--- src/rtl/x_adc_pkg.sv ---
// Shared definitions for the x_adc interleave family: mode encodings,
// sequencer states and the round-robin next-enabled-channel search.
package x_adc_pkg;

    localparam logic MODE_MANUAL = 1'b0;
    localparam logic MODE_AUTO   = 1'b1;

    typedef enum logic {
        ST_IDLE,
        ST_RUN
    } state_t;

    // First enabled channel strictly after cur, wrapping modulo n (n <= 16).
    // With no channel enabled the result is cur itself.
    function automatic logic [3:0] next_en_idx(input logic [15:0] en,
                                               input logic [3:0]  cur,
                                               input int unsigned n);
        int unsigned idx;
        logic        found;
        logic [3:0]  res;
        res   = cur;
        found = 1'b0;
        for (int unsigned k = 1; k <= 16; k++) begin
            idx = 32'(cur) + k;
            if (idx >= n) begin
                idx = idx - n;
            end
            if (!found && (k <= n) && en[idx[3:0]]) begin
                res   = idx[3:0];
                found = 1'b1;
            end
        end
        return res;
    endfunction

endpackage

--- src/rtl/x_adc_interleave_seq_rr_next_ch.sv ---
// Combinational round-robin step: next enabled channel after ptr_i,
// whether that step wraps to an equal-or-lower index, and whether any
// channel is enabled at all.
module rr_next_ch
    import x_adc_pkg::*;
#(
    parameter int unsigned NCH = 4,
    parameter int unsigned CW  = $clog2(NCH)
) (
    input  logic [CW-1:0]  ptr_i,
    input  logic [NCH-1:0] ch_en_i,
    output logic [CW-1:0]  nxt_o,
    output logic           wrap_o,
    output logic           any_en_o
);

    // Search from ptr_i; a single enabled channel yields nxt == ptr, i.e. a wrap.
    always_comb begin
        nxt_o    = CW'(next_en_idx(16'(ch_en_i), 4'(ptr_i), NCH));
        wrap_o   = (nxt_o <= ptr_i);
        any_en_o = |ch_en_i;
    end

endmodule

--- src/rtl/x_adc_interleave_seq.sv ---
// N-channel interleaved ADC sample sequencer. Registers one channel per
// cycle into the x_adc stream, either from sel_in (manual) or from a
// round-robin pointer that skips disabled channels (auto).
module x_adc_interleave_seq
    import x_adc_pkg::*;
#(
    parameter  int unsigned W   = 32,
    parameter  int unsigned NCH = 4,
    localparam int unsigned CW  = $clog2(NCH)
) (
    input  logic             clk,
    input  logic             GlobalReset,
    input  logic [NCH*W-1:0] x_adc_in,
    input  logic             mode,
    input  logic [CW-1:0]    sel_in,
    input  logic [NCH-1:0]   ch_en,
    input  logic             start,
    input  logic             stop,
    output logic [W-1:0]     x_adc,
    output logic             x_adc_valid,
    output logic [CW-1:0]    x_adc_ch,
    output logic             frame_done,
    output logic             busy
);

    // Enable mask padded to the full index space so out-of-range selects read 0.
    localparam int unsigned NPAD = 1 << CW;

    state_t         state_q, state_d;
    logic [CW-1:0]  ptr_q, ptr_d;
    logic [W-1:0]   x_adc_q, x_adc_d;
    logic [CW-1:0]  ch_q, ch_d;
    logic           valid_q, valid_d;
    logic           fd_q, fd_d;

    logic [NPAD-1:0] en_pad;
    logic [CW-1:0]   nxt_ch;
    logic            nxt_wrap;
    logic            any_en;
    logic [CW-1:0]   first_ch;

    rr_next_ch #(
        .NCH (NCH),
        .CW  (CW)
    ) u_next (
        .ptr_i    (ptr_q),
        .ch_en_i  (ch_en),
        .nxt_o    (nxt_ch),
        .wrap_o   (nxt_wrap),
        .any_en_o (any_en)
    );

    // Pad the mask and find the first enabled channel at or above index 0.
    always_comb begin
        en_pad   = NPAD'(ch_en);
        first_ch = CW'(next_en_idx(16'(ch_en), 4'(NCH - 1), NCH));
    end

    // Next-state and output-register inputs; manual mode overrides the sequencer.
    always_comb begin
        state_d = state_q;
        ptr_d   = ptr_q;
        x_adc_d = x_adc_q;
        ch_d    = ch_q;
        valid_d = 1'b0;
        fd_d    = 1'b0;
        if (mode == MODE_MANUAL) begin
            state_d = ST_IDLE;
            ptr_d   = '0;
            if (en_pad[sel_in]) begin
                x_adc_d = x_adc_in[32'(sel_in)*W +: W];
                ch_d    = sel_in;
                valid_d = 1'b1;
            end
        end else begin
            case (state_q)
                ST_IDLE: begin
                    if (start && !stop && any_en) begin
                        state_d = ST_RUN;
                        ptr_d   = first_ch;
                    end
                end
                ST_RUN: begin
                    if (stop || !any_en) begin
                        state_d = ST_IDLE;
                    end else begin
                        ptr_d = nxt_ch;
                        // A channel disabled under the pointer is skipped silently.
                        if (en_pad[ptr_q]) begin
                            x_adc_d = x_adc_in[32'(ptr_q)*W +: W];
                            ch_d    = ptr_q;
                            valid_d = 1'b1;
                            fd_d    = nxt_wrap;
                        end
                    end
                end
                default: begin
                    state_d = ST_IDLE;
                end
            endcase
        end
    end

    // State, pointer and output registers.
    always_ff @(posedge clk or posedge GlobalReset) begin
        if (GlobalReset) begin
            state_q <= ST_IDLE;
            ptr_q   <= '0;
            x_adc_q <= '0;
            ch_q    <= '0;
            valid_q <= 1'b0;
            fd_q    <= 1'b0;
        end else begin
            state_q <= state_d;
            ptr_q   <= ptr_d;
            x_adc_q <= x_adc_d;
            ch_q    <= ch_d;
            valid_q <= valid_d;
            fd_q    <= fd_d;
        end
    end

    assign x_adc       = x_adc_q;
    assign x_adc_valid = valid_q;
    assign x_adc_ch    = ch_q;
    assign frame_done  = fd_q;
    assign busy        = (state_q == ST_RUN);

endmodule
--- config.mk ---
export PLATFORM = sky130hd
export DESIGN_NAME = x_adc_interleave_seq
export DESIGN_NICKNAME = d
export VERILOG_FILES = /design/src/rtl/x_adc_pkg.sv /design/src/rtl/x_adc_interleave_seq_rr_next_ch.sv /design/src/rtl/x_adc_interleave_seq.sv
export SDC_FILE = /design/constraint.sdc
export NUM_CORES = 1
export LEC_CHECK = 0
export CAP_MARGIN = 20
export CORE_MARGIN = 1
export CORE_UTILIZATION = 37
export DETAILED_ROUTE_END_ITERATION = 7
export PLACE_DENSITY = 0.82
export SKIP_LAST_GASP = 1
export SLEW_MARGIN = 25
export SYNTH_ARGS = -nofsm -noshare
export SYNTH_HDL_FRONTEND = slang
export SYNTH_HIERARCHICAL = 1
export SYNTH_SLANG_ARGS = --single-unit
--- constraint.sdc ---
create_clock -name clk -period 2.5 [get_ports clk]
set_input_delay 0.375 -clock clk [delete_from_list [all_inputs] [get_ports clk]]
set_output_delay 0.375 -clock clk [all_outputs]
set_load 0.005 [all_outputs]
### Word level (Yosys, flattened, before mapping)

Cells that the tools add are included.

| cells by class | value |
|---|---|
| $add $sub $neg | 8 |
| order comparisons | 11 |
| mux-type cells | 57 |
| bitwise gates (word level) | 1 |
| equality and inequality tests | 5 |
| shift operators | 2 |
| reduce and logical (&&, ||, !) cells | 21 |

Operator list:

| kind | number |
|---|---|
| $shiftx 128x8->32 | 2 |
| $mux 32 | 5 |
| $ge 32x3->1 const B | 4 |
| $mux 2 | 16 |
| $mux 1 | 24 |
| $lt 4x5->1 const B | 4 |
| $bmux 1 s4 | 4 |
| $mux 4 | 4 |
| $sub 4x3->4 const B | 4 |
| $logic_and 1x1->1 | 8 |
| $logic_not 1->1 | 8 |
| $add 2x2->3 const B | 2 |
| $lt 2x3->1 const B | 2 |
| $ne 3x3->1 const B | 2 |
| $add 2x3->4 const B | 1 |
| $bmux 1 s2 | 2 |
| $ne 2x1->1 const B | 2 |
| $pmux 2 s2 | 1 |
| $reduce_and 4->1 | 1 |
| $reduce_or 4->1 | 1 |
| $add 2x1->3 const B | 1 |
| $le 2x2->1 | 1 |
| $ne 2x2->1 const B | 1 |
| $pmux 1 s2 | 1 |
| 4 further kinds | 4 |

| word-level totals | value |
|---|---|
| flip-flop bits (word level) | 39 |
| input bits | 139 |
| output and inout port bits | 37 |

### Logic depth before layout (Yosys ltp)

| depth | value |
|---|---|
| depth after elaboration | 20 |
| mapped depth | 12 |
| mapped depth without buffers | 11 |

### By module

The synthesis kept the hierarchy.

Modules (own cells, without submodules):

| module | cells an instance | sequential area each (sq um) | area an instance (sq um) | times used |
|---|---|---|---|---|
| x_adc_interleave_seq | 142 | 975.9 | 2384.8 | 1 |
| rr_next_ch | 37 | 0.0 | 307.8 | 1 |

### Worst setup path after synthesis

Ideal clock, no wire load.

| path | value |
|---|---|
| path kind | register to register |
| start | register ptr_q[0] |
| end | register fd_q, in the netlist frame_done |
| path buffers | 1 |
| required time | 2.428 ns |
| library setup time | 0.072 ns |
| slack | 0.340 ns |
| stages on the path, launching flop included | 13 |
| arrival | 2.089 ns |
| path through | dfrtp_1 -> buf_6 -> inv_1 -> ha_1 -> or2_1 -> nor2_1 -> a21oi_1 -> o22ai_1 -> ha_1 -> nor2b_1 -> o21ai_0 -> nand2_1 -> nor2_1 |

| between the ends | value |
|---|---|
| word-level cells in the longest chain between the ends | 20 |
| elaborated cells on any way between the ends | 44 |
| classes of those cells | 8 x add/sub; 5 x order compare; 25 x mux; 6 x reduce/logical |

Ends and longest elaborated chain:

| item | RTL line | RTL |
|---|---|---|
| from (decl) | x_adc_interleave_seq.sv:30 | `logic [CW-1:0] ptr_q, ptr_d;` |
| from (signal assigned) | x_adc_interleave_seq.sv:115 | `ptr_q <= ptr_d;` |
| $add 2x1->3 | x_adc_pkg.sv:24 | `idx = 32'(cur) + k;` |
| $ge 32x3->1 / $sub 4x3->4 (equally long branches) | x_adc_pkg.sv:25, x_adc_pkg.sv:26 |  |
| $mux 4 | x_adc_pkg.sv:25 | `if (idx >= n) begin` |
| $bmux 1 s4 | x_adc_pkg.sv:28 | `if (!found && (k <= n) && en[idx[3:0]]) begin` |
| $mux 1 (not written as such) | x_adc_pkg.sv:28 |  |
| $mux 1 | x_adc_pkg.sv:28 |  |
| $logic_not 1->1 | x_adc_pkg.sv:28 |  |
| $logic_and 1x1->1 | x_adc_pkg.sv:28 |  |
| [... 7 more ...] | n/a |  |
| via nxt_ch[1] | x_adc_interleave_seq.sv:37 | `logic [CW-1:0] nxt_ch;` |
| $le 2x2->1 * | x_adc_interleave_seq_rr_next_ch.sv:20 | `wrap_o = (nxt_o <= ptr_i);` |
| via nxt_wrap | x_adc_interleave_seq.sv:38 | `logic nxt_wrap;` |
| $mux 1 * | x_adc_interleave_seq.sv:89 | `if (en_pad[ptr_q]) begin` |
| $mux 1 * | x_adc_interleave_seq.sv:84 | `if (stop \|\| !any_en) begin` |
| $mux 1 * | x_adc_interleave_seq.sv:76 | `case (state_q)` |
| $mux 1 * | x_adc_interleave_seq.sv:67 | `if (mode == MODE_MANUAL) begin` |
| via fd_d | x_adc_interleave_seq.sv:34 | `logic fd_q, fd_d;` |
| to (signal assigned) | x_adc_interleave_seq.sv:112 | `fd_q <= 1'b0;` |
| to (signal assigned) | x_adc_interleave_seq.sv:119 | `fd_q <= fd_d;` |
| to (decl) | x_adc_interleave_seq.sv:34 |  |

Mark *: on every way through the listed nets, which the timed path passes. The rest lies on a longest branch. The select of a mux whose other input is x is not followed.
A chain may end at the register's enable or synchronous reset.

### Worst setup path after layout

| path | value |
|---|---|
| start | register ptr_q[1] |
| end | register fd_q, in the netlist frame_done |

Same word-level chain as after synthesis.

==> results.yml <==
clock_network:
  cts_tree: "built"
  post_cts_resized: 0
  cts.sinks: 39
  cts_buffers: 5
  clkLatencyLatePin_ns: 0.28
  post_cts_buffers: 0
  clock_path_buffers: 2
  path_clk_slew_ns: 0.07
  ctsHoldBuffers: 0
  clockRootBuffer: "clkbuf_8"
  htreeDepth: 2
timing:
  fmax_ghz: 0.441
  setup_viol: 0
  post-route-min-period_ns: 2.27
  drv_slew: 0
  hold_violations: 0
  tightest_slew_ns: 0.780
  rsz0062_at_grt: "false"
  hold_ws_ns: 0.506
  fin_skew_ns: 0.00614
  timing.setup.tns_ns: 0
  relSlewSlack: 0.479
  finalCritPeriodShare: 0.907
grt:
  grt_pass1_wl_mm: 12.0
  grt_max_degree: 40
  antenna_found_initial: 0
  overflow: 0
  grt_use_total: 0.210
  grt_pass1_vias: 2532
worst_hold_path:
  hp-class: "flop to flop"
  hp-start: "x_adc[0]"
synthesis:
  synth.area.mux_share: 0.465
  synthCells: 179
  synth_compound_area_frac: 0.0469
  synth.ff_latch_count: 39
  synthFlopType: "dfrtp_1"
  synthSimpleGateAreaFrac: 0.0437
  ys_seq_area_frac: 0.362
  syn_area_sq_mm: 0.00269
  synth_cell_types: 32
  syn_avg_cell_area_sq_um: 15.0
  synth_warnings: 6
  async_flop_share: 1.00
  syn-num-nets: 325
  synthXorXnorAreaFrac: 0.00651
  synth_enable_flop_cells: 0
  synth_adder_area_share: 0.0325
  synth_top_family_by_area: "multiplexers"
power:
  peakVddDrop_v: 0.000245
  leakage_nw: 1.89
  power_density_mw_per_mm2: 510
worst_setup_path:
  worstReg2RegStart: "ptr_q[1]"
  cpPeakStageDelay_ns: 0.51
  worstPathCellList: "inv_1 -> ha_1 -> a2bb2oi_1 -> o22ai_1 -> ha_1 -> nor2b_1 -> o21ai_0 -> nand2_1 -> nor2_1"
  required_ns: 2.72
  arrival_ns: 2.48
  startpoint: "ptr_q[1]"
  critical_path_buf_inv_count: 1
  crit_path_end_kind: "flop"
  crit_top_cell: "ha_1"
  path_class: "flop to flop"
  cp_slowest_cell: "dfrtp_1"
  cpLargestDelayFamily: "adder cells"
  crit_path_start_kind: "flop"
  cp_max_fo: 8
route:
  drc: 0
  drtIter0Drc: 30
  dr.pass1.iters: 4
  viasPerCell: 5.12
  drt-total-wl_mm: 8.01
  ant_nets: 0
  wl_per_cell_um: 17.3
  num_vias: 2370
die:
  die_x_um: 87.3
  core_sq_mm: 0.00691
  die_area_sq_mm: 0.00762
  start_util: 0.390
  num_rows: 30
  ios: 176
  die_y_um: 87.3
layout:
  n_antenna_cell: 0
  fin_nets: 512
  fill_cells: 541
  multi_input_comb_area_sq_mm: 0.00162
  seq_area_sq_um: 976
  layout_commonest_cell: "clkdlybuf4s50_1"
  synthToLayoutAreaGrowth_pct: 76.5
  most-common-layout-cells: "175 x clkdlybuf4s50_1, 39 x dfrtp_1, 32 x mux2_2"
  drive_gt1_frac: 0.251
placed_design:
  portBuffers: 175
  dp_hpwl_mm: 6.64
  place.gp.congestion: 0.822
status:
  status: "complete, no violations"
flow_run:
  cap_violations: 0
logic make-up after synthesis:
logic type / after synthesis
fa+ha+maj: 7
xor+xnor: 2
mux: 76
simple gates: 23
compound gates: 15
flops: 39
buf+inv: 17
stage by stage:
stage               utilization  std cells  setup WS, ns  area (sq um)  total power [mW]
global placement          0.676        455        0.0193          4670              2.01
CTS                       0.688        463         0.260          4750              2.45
floorplan                     -        179         0.340          2690              1.36
finish                    0.688        463         0.234          4750              2.42
detailed placement        0.676        455       -0.0436          4670              2.06
global route              0.688        463        0.0837          4750              2.57
cells in the mapped netlist (2+ instances only):
library cell	n	area (sq um)
a21oi_1	5	25.0
buf_6	7	78.8
mux4_2	31	698
o22ai_1	2	12.5
nand2_1	6	22.5
ha_1	7	87.6
inv_1	7	26.3
nor3_1	3	15.0
mux2_2	32	360
nor2_1	3	11.3
clkbuf_1	3	11.3
mux2_4	2	30.0
dfrtp_1	39	976
xnor2_1	2	17.5
mux4_1	3	78.8
mux2i_1	7	70.1
nor2b_1	4	25.0
nand2b_1	2	12.5
final cells by class:
class                      count  area share
timing repair buffer         190       0.405
multi-input combinational    123       0.341
sequential                    39       0.205
clock inverter                 1     0.00105
clock buffer                   7      0.0161
inverter                       7     0.00553
tap                           96      0.0253
flip-flops by register name (all words and copies together), names as in the netlist:
| register | flops |
|---|---|
| x_adc | 32 |
| ptr_q | 2 |
| x_adc_ch | 2 |
| busy | 1 |
| frame_done | 1 |
| x_adc_valid | 1 |
worst paths after layout:
path                       slack, ns          to  depth (start not counted)
max                             0.23  frame_done                          9
min                             0.51    x_adc[0]                          1
max reg2reg                     0.23  frame_done                          9
min reg2reg                     0.51    x_adc[0]                          1
max in group asynchronous       1.44   x_adc[23]                          2
min in group asynchronous       0.57    x_adc[1]                          2
report_power, final:
group / internal, mW / switching (mW) / leakage, nW
clock: 0.196 / 0.197 / 0.0422
sequential: 0.794 / 0.0913 / 0.467
combinational: 0.792 / 0.354 / 1.38
total: 1.78 / 0.642 / 1.89
layer usage:
| layer | track usage | part of all wire | wire length [um] | vias to the layer above |
|---|---|---|---|---|
| li1 | - | - | - | 1086 |
| met1 | 0.222 | 0.34 | 2750 | 1154 |
| met2 | 0.401 | 0.55 | 4390 | 123 |
| met3 | 0.0607 | 0.096 | 768 | 7 |
| met4 | 0.0566 | 0.012 | 96 | 0 |
| met5 | 0 | 0 | 0 | - |
Note: power is estimated with default switching activity, not from simulation.
